--- config.mk ---
export PLATFORM = sky130hd
export DESIGN_NAME = contador_modulo_controller
export DESIGN_NICKNAME = d
export VERILOG_FILES = /design/src/rtl/contador_modulo_controller.sv
export SDC_FILE = /design/constraint.sdc
export NUM_CORES = 1
export LEC_CHECK = 0
export ABC_AREA = 1
export CAP_MARGIN = 20
export CORE_MARGIN = 1
export CORE_UTILIZATION = 40
export DETAILED_ROUTE_END_ITERATION = 7
export PLACE_DENSITY = 0.64
export SYNTH_ARGS = -nofsm -noshare
export SYNTH_HDL_FRONTEND = slang
export SYNTH_SLANG_ARGS = --single-unit
export TNS_END_PERCENT = 10
--- constraint.sdc ---
create_clock -name clk_input -period 5.1 [get_ports clk_input]
set_clock_uncertainty 0.05 [all_clocks]
set_input_delay 0.765 -clock clk_input [delete_from_list [all_inputs] [get_ports clk_input]]
set_output_delay 0.765 -clock clk_input [all_outputs]
set_load 0.1 [all_outputs]
--- src/rtl/contador_modulo_controller.sv ---
// contador_modulo_controller: run controller around a modulo-M up/down counter.
// The modulus, direction and repeat mode are captured when a run starts. Rev 1.0.
`default_nettype none

module contador_modulo_controller #(
   parameter int WIDTH       = 4,
   parameter int DEFAULT_MOD = 9
) (
   input  logic             clk_input,
   input  logic             clear_input,
   input  logic             start_input,
   input  logic             stop_input,
   input  logic             pause_input,
   input  logic [WIDTH-1:0] modulo_input,
   input  logic             down_input,
   input  logic             repeat_input,
   output logic [WIDTH-1:0] contador_output,
   output logic             busy_output,
   output logic             terminal_output,
   output logic             done_output,
   output logic [7:0]       wraps_output,
   output logic [1:0]       state_output
);

   typedef enum logic [1:0] {
      ST_IDLE  = 2'b00,
      ST_RUN   = 2'b01,
      ST_PAUSE = 2'b10,
      ST_DONE  = 2'b11
   } state_t;

   localparam logic [WIDTH-1:0] DEF_M = WIDTH'(DEFAULT_MOD);
   localparam logic [WIDTH-1:0] ONE   = WIDTH'(1);
   localparam logic [WIDTH-1:0] TWO   = WIDTH'(2);

   state_t           state, state_nxt;
   logic [WIDTH-1:0] count, count_nxt;
   logic [WIDTH-1:0] modulus, modulus_nxt;
   logic             down, down_nxt;
   logic             rep, rep_nxt;
   logic [7:0]       wraps, wraps_nxt;

   logic [WIDTH-1:0] start_mod;
   logic [WIDTH-1:0] top_val;
   logic [WIDTH-1:0] term_val;
   logic             at_term;

   // Moduli 0 and 1 cannot form a meaningful cycle, so they fall back to the default.
   assign start_mod = (modulo_input < TWO) ? DEF_M : modulo_input;
   assign top_val   = modulus - ONE;
   assign term_val  = down ? '0 : top_val;
   assign at_term   = (count == term_val);

   always_comb begin
      state_nxt   = state;
      count_nxt   = count;
      modulus_nxt = modulus;
      down_nxt    = down;
      rep_nxt     = rep;
      wraps_nxt   = wraps;
      unique case (state)
         ST_IDLE: begin
            if (start_input && !stop_input) begin
               modulus_nxt = start_mod;
               down_nxt    = down_input;
               rep_nxt     = repeat_input;
               count_nxt   = down_input ? (start_mod - ONE) : '0;
               wraps_nxt   = 8'd0;
               state_nxt   = ST_RUN;
            end
         end
         ST_RUN: begin
            if (stop_input) begin
               state_nxt = ST_IDLE;
            end else if (pause_input) begin
               state_nxt = ST_PAUSE;
            end else if (at_term) begin
               if (rep) begin
                  count_nxt = down ? top_val : '0;
                  if (wraps != 8'hFF) wraps_nxt = wraps + 8'd1;
               end else begin
                  state_nxt = ST_DONE;
               end
            end else begin
               count_nxt = down ? (count - ONE) : (count + ONE);
            end
         end
         ST_PAUSE: begin
            if (stop_input) begin
               state_nxt = ST_IDLE;
            end else if (!pause_input) begin
               state_nxt = ST_RUN;
            end
         end
         ST_DONE: begin
            state_nxt = ST_IDLE;
         end
         default: state_nxt = ST_IDLE;
      endcase
   end

   always_ff @(posedge clk_input) begin
      if (clear_input) begin
         state   <= ST_IDLE;
         count   <= '0;
         modulus <= DEF_M;
         down    <= 1'b0;
         rep     <= 1'b0;
         wraps   <= 8'd0;
      end else begin
         state   <= state_nxt;
         count   <= count_nxt;
         modulus <= modulus_nxt;
         down    <= down_nxt;
         rep     <= rep_nxt;
         wraps   <= wraps_nxt;
      end
   end

   assign contador_output = count;
   assign wraps_output    = wraps;
   assign state_output    = state;
   assign busy_output     = (state == ST_RUN) || (state == ST_PAUSE);
   assign done_output     = (state == ST_DONE);
   assign terminal_output = (state == ST_RUN) && !pause_input && !stop_input && at_term;

endmodule

`default_nettype wire

Word level (Yosys, flattened, before mapping)

Cells that the tools add are included.

Bits in registers: 20
Output and inout bits: 17
Word-level logic and storage cells: 66

Add/sub/neg operators: 5
$lt $le $gt $ge: 1
Equal/unequal tests: 15
Multiplexer cells: 26
Reductions and logical operators: 13

Operators with widths:

| operator                                            | number |
|---|---|
| two-way mux 8 bit                                   | 6 |
| two-way mux 4 bit                                   | 10 |
| case mux 8 bit (2 select lines)                     | 1 |
| two-way mux 2 bit                                   | 7 |
| != test 2 bit (second input constant)               | 6 |
| subtractor 4 x 1 -> 4 bit (second input constant)   | 3 |
| adder 8 x 1 -> 8 bit (second input constant)        | 1 |
| != test 4 bit (second input constant)               | 2 |
| != test 8 bit (second input constant)               | 1 |
| case mux 2 bit (4 select lines)                     | 1 |
| case mux 4 bit (2 select lines)                     | 1 |
| AND reduction 7 bit                                 | 1 |
| != test 3 bit (second input constant)               | 2 |
| AND reduction 5 bit                                 | 1 |
| adder 4 x 1 -> 4 bit (second input constant)        | 1 |
| == test 2 bit (second input constant)               | 2 |
| == test 4 bit                                       | 1 |
| logical AND 1 bit                                   | 4 |
| < comparator 4 x 2 -> 1 bit (second input constant) | 1 |
| AND reduction 4 bit                                 | 1 |
| == test 2 x 1 -> 1 bit (second input constant)      | 1 |
| logical NOT 1 bit                                   | 2 |
| logical NOT 2 bit                                   | 1 |
| AND reduction 2 bit                                 | 1 |
| other kinds (2)                                     | 2 |

Logic depth before layout (Yosys ltp)

Word-level depth: 7
Depth in mapped cells: 15
Mapped depth without buffers: 15

Least setup slack after synthesis

OpenSTA, ideal clock, no wires.

Path kind: in2out
From: in state_output[0]
To: out terminal_output
Arrival: 3.819 ns
Data required time: 4.285 ns
Setup slack: 0.466 ns
Stages: 5
Cell sequence: dfxtp_1 > ha_1 > buf_2 > inv_1 > nor3_1

Word-level cells in the longest chain between the ends: 4

RTL lines:

| what                           | line | text |
|---|---|---|
| start, declared                | 22   | `output logic [1:0] state_output` |
| == test 2 x 1 -> 1 bit         | 125  | `assign terminal_output = (state == ST_RUN) && !pause_input && !stop_input && at_term;` |
| logical AND 1 bit (3 in a row) | 125  |  |
| end, declared                  | 19   | `output logic terminal_output,` |

No other way between the ends.

Final worst setup path

From: in modulus[0]
To: out terminal_output

Word-level cells in the longest chain between the ends: 4

RTL lines:

| what                      | line | text |
|---|---|---|
| start, declared           | 38   | `logic [WIDTH-1:0] modulus, modulus_nxt;` |
| subtractor 4 x 1 -> 4 bit | 50   | `assign top_val = modulus - ONE;` |
| two-way mux 4 bit         | 51   | `assign term_val = down ? '0 : top_val;` |
| == test 4 bit             | 52   | `assign at_term = (count == term_val);` |
| logical AND 1 bit         | 125  |  |

No other way between the ends.

==> metrics.log <==
[metrics] run status: completed
[metrics] slew at the pin closest to its max-slew limit: 0.968 ns
[metrics] DIE HEIGHT: around 64 um
[metrics] clock tree from TritonCTS: built
[metrics] Inst Count DP: between 300 and 400
[metrics] start point of the worst hold path: rep
[metrics] sequential share of the synthesized area: 0.259
[metrics] horizontal extent of the die: 64.2 um
[metrics] class of the tightest hold or removal check: reg -> reg
[metrics] CTS Buf Count: 3
[metrics] leading register cell type out of synthesis: sky130_fd_sc_hd__dfxtp_1
[metrics] setup slack on the worst flop-to-flop path: 2.97 ns
[metrics] startpoint-to-endpoint class of the critical path: reg -> out
[metrics] H-tree depth: 1
[metrics] Iter 0 DRT Violations: between 60 and 70
[metrics] count of pins on the block boundary: 28
[metrics] Layout Cells excl Fill: about 310
[metrics] launch point of the worst reg-to-reg path: state_output[0]
[metrics] post-route minimum period: roughly 3.8 ns
[metrics] Worst R2R End: modulus[0]
[metrics] syn_nets: approximately 260
[metrics] Critical Path Start Type: flip-flop
[metrics] post-detailed-routing wire length: about 3400 um
[metrics] data arrival time at the worst-slack endpoint: 3.01 ns
[metrics] Ant. Diodes: 0
[metrics] post-CTS setup-driven buffer insertion count: 0
[metrics] buffer depth of the longest clock path: 2
[metrics] Final Power: ~1100 uW
[metrics] first-pass GRT wire length: between 5000 and 6000 um
[metrics] via count of the first global-routing pass: around 1300
[metrics] Unique masters post-synth: 30
[metrics] most common cell in the netlist: sky130_fd_sc_hd__nand2_1
[metrics] DRT antenna net count: 0
[metrics] clock transition at the registers of the reported paths: about 0.080 ns
[metrics] areal power density over the cells: a little under 600 nW/um2
[metrics] Die Area: approximately 4100 um2
[metrics] kind of end point of the critical path: output port
[metrics] Final Cell Area: ~1900 um2
[metrics] Sum Neg Setup Slack: 0 ns
[metrics] number of pins exceeding their max-slew limit in the final report: 0
[metrics] fraction of final layout cells sized beyond drive strength 1: 0.116
[metrics] relative slew slack: 0.353
[metrics] post-route fraction of the period consumed by the critical path: 0.750
[metrics] Max Fanout on Critical Path: 7
[metrics] dominant cells by area after synthesis: sky130_fd_sc_hd__dfxtp_1, sky130_fd_sc_hd__nand2_1, sky130_fd_sc_hd__ha_1, sky130_fd_sc_hd__nor2_1, sky130_fd_sc_hd__inv_1
[metrics] gate count after technology mapping: 233
[metrics] Worst-Skew Late Latency: approximately 0.27 ns
[metrics] per-cell via count in the routed design: 4.76
[metrics] total standard cell area after synthesis: around 1500 um2
[metrics] Congestion Overflow GR: 0
[metrics] worst hold path cell count: 2
[metrics] starting density of the core: 0.419
[metrics] number of antenna violations at the first check in global routing: 0
[metrics] port bufs: 27
[metrics] post-place instance area: 1850 um2
[metrics] Syn Area/Cell: between 6 and 7 um2
[metrics] unrepaired setup endpoints after global routing: no
[metrics] FP Rows: 22
[metrics] placer's final routability congestion estimate: between 0.7 and 0.8
[metrics] hold violation count in the final report: 0
[metrics] number of synthesized register bits: 20
[metrics] fraction of registers with async set or reset after synthesis: 0
[metrics] count of flip-flops with a built-in enable after synthesis: 0
[metrics] routed length per instance: ~11 um
[metrics] Final HPWL DP: between 2000 and 3000 um
[metrics] leakage power: between 0.0008 and 0.0009 uW
[metrics] highest attainable clock frequency: 0.261 GHz
[metrics] Layout area overhead: 22.5%
[metrics] top cell types by occurrence after synthesis: sky130_fd_sc_hd__nand2_1, sky130_fd_sc_hd__nor2_1, sky130_fd_sc_hd__inv_1, sky130_fd_sc_hd__dfxtp_1, sky130_fd_sc_hd__nand3_1
[metrics] total routing usage reported by global routing: 0.182
[metrics] core area: ~3700 um2
[metrics] Max Cap Viol: 0
[metrics] maximum number of pins on one net before global-route repair: 15
[metrics] startpoint of the worst setup timing path: modulus[0]
[metrics] Final Setup Violations: 0
[metrics] worst endpoint required time: 4.28 ns
[metrics] # hold bufs at CTS: 0
[metrics] layout net count: 283
[metrics] worst reg2reg path depth: 7
[metrics] # fillers: around 390
[metrics] master cell of the clock root buffer: sky130_fd_sc_hd__clkbuf_8
[metrics] CTS sink count: 20
[metrics] highest ir drop seen on vdd: around 280 uV
[metrics] post-CTS resize count: 0
[metrics] vias after detailed routing: approximately 1500
[metrics] Synth top area share: 0.259
[metrics] Ys Warns: 0
[metrics] cell type contributing the most total cell area after synthesis: sky130_fd_sc_hd__dfxtp_1
[metrics] number of DRC violations after detailed routing: 0
[metrics] Worst Hold Endpoint: rep
[metrics] drt first pass iters: 4
-- layer usage --
metal	track usage	vias up	share of wire
li1	-	790	-
met1	0.258	638	0.53
met2	0.275	28	0.40
met3	0.0286	5	0.052
met4	0.0667	0	0.016
met5	0	-	0
-- worst max path at each step --
stage | endpoint | depth (start not counted)
3_5_place_dp | terminal_output | 4
4_1_cts | terminal_output | 10
2_1_floorplan | terminal_output | 4
3_3_place_gp | terminal_output | 4
6_report | terminal_output | 10
5_1_grt | terminal_output | 5
-- through the flow --
| stage | hold WS, ns | worst slack, ns | utilization |
|---|---|---|---|
| 2_1_floorplan | 0.408 | 0.466 | - |
| 3_3_place_gp | 0.428 | 1.38 | 0.502 |
| 3_5_place_dp | 0.428 | 1.35 | 0.502 |
| 4_1_cts | 0.441 | 1.24 | 0.514 |
| 5_1_grt | 0.466 | 1.09 | 0.514 |
| 6_report | 0.444 | 1.27 | 0.514 |
-- area by class of cell --
type | count | area [um2] | area share
well taps | 48 | 60.1 | 0.0317
inverters | 31 | 124 | 0.0654
flip-flops and latches | 20 | 400 | 0.211
repair buffers | 27 | 270 | 0.143
multi-input cells | 178 | 998 | 0.527
clock buffers | 3 | 41.3 | 0.0218
-- registers in the layout (all words and copies together) (netlist names) --
signal           flops
contador_output      4
down                 1
modulus              4
rep                  1
state_output         2
wraps_output         8
-- cell usage in the layout (no fill, tap or decap), types with 3 or more instances in the layout --
cell type	instances
sky130_fd_sc_hd__clkbuf_8	3
sky130_fd_sc_hd__nand2_2	8
sky130_fd_sc_hd__inv_1	27
sky130_fd_sc_hd__nor2_1	30
sky130_fd_sc_hd__a21oi_2	7
sky130_fd_sc_hd__o21ai_1	4
sky130_fd_sc_hd__o21ai_0	5
sky130_fd_sc_hd__dfxtp_1	20
sky130_fd_sc_hd__nor3_1	5
sky130_fd_sc_hd__nand2_4	4
sky130_fd_sc_hd__clkdlybuf4s50_1	27
sky130_fd_sc_hd__nand3_1	20
sky130_fd_sc_hd__xnor2_1	4
sky130_fd_sc_hd__nand2_1	54
sky130_fd_sc_hd__nand4_1	3
sky130_fd_sc_hd__a21oi_1	12
sky130_fd_sc_hd__xor2_1	4
sky130_fd_sc_hd__ha_1	10
-- logic make-up (layout without fill, tap and decap cells) --
family          count (synthesis)  after routing  synth area share
xor+xnor                        9              9            0.0558
compound gates                 30             30             0.118
simple gates                  128            128             0.378
buf+inv                        35             61            0.0955
flops                          20             20             0.259
fa+ha+maj                      11             11            0.0939
-- power breakdown --
part           internal [uW]  switching, uW  leakage (uW)  total, uW
logic                    223            561      0.000649        784
registers                188           37.7      0.000164        225
clock network           52.8           55.4     0.0000216        108
total                    464            654      0.000834       1120
-- critical path, cell delays in order (launching register included) --
cell and delay [ns]:
sky130_fd_sc_hd__dfxtp_1 0.35, sky130_fd_sc_hd__inv_1 0.11, sky130_fd_sc_hd__ha_1 0.32, sky130_fd_sc_hd__nor2_1 0.09, sky130_fd_sc_hd__nor2_1 0.06, sky130_fd_sc_hd__nor2_2 0.11, sky130_fd_sc_hd__nand2_2 0.07, sky130_fd_sc_hd__nor2_4 0.17
sky130_fd_sc_hd__nand2_4 0.11, sky130_fd_sc_hd__nor3_1 0.19, sky130_fd_sc_hd__clkdlybuf4s50_1 1.17
No activity file was read; power rests on OpenSTA's default activity.
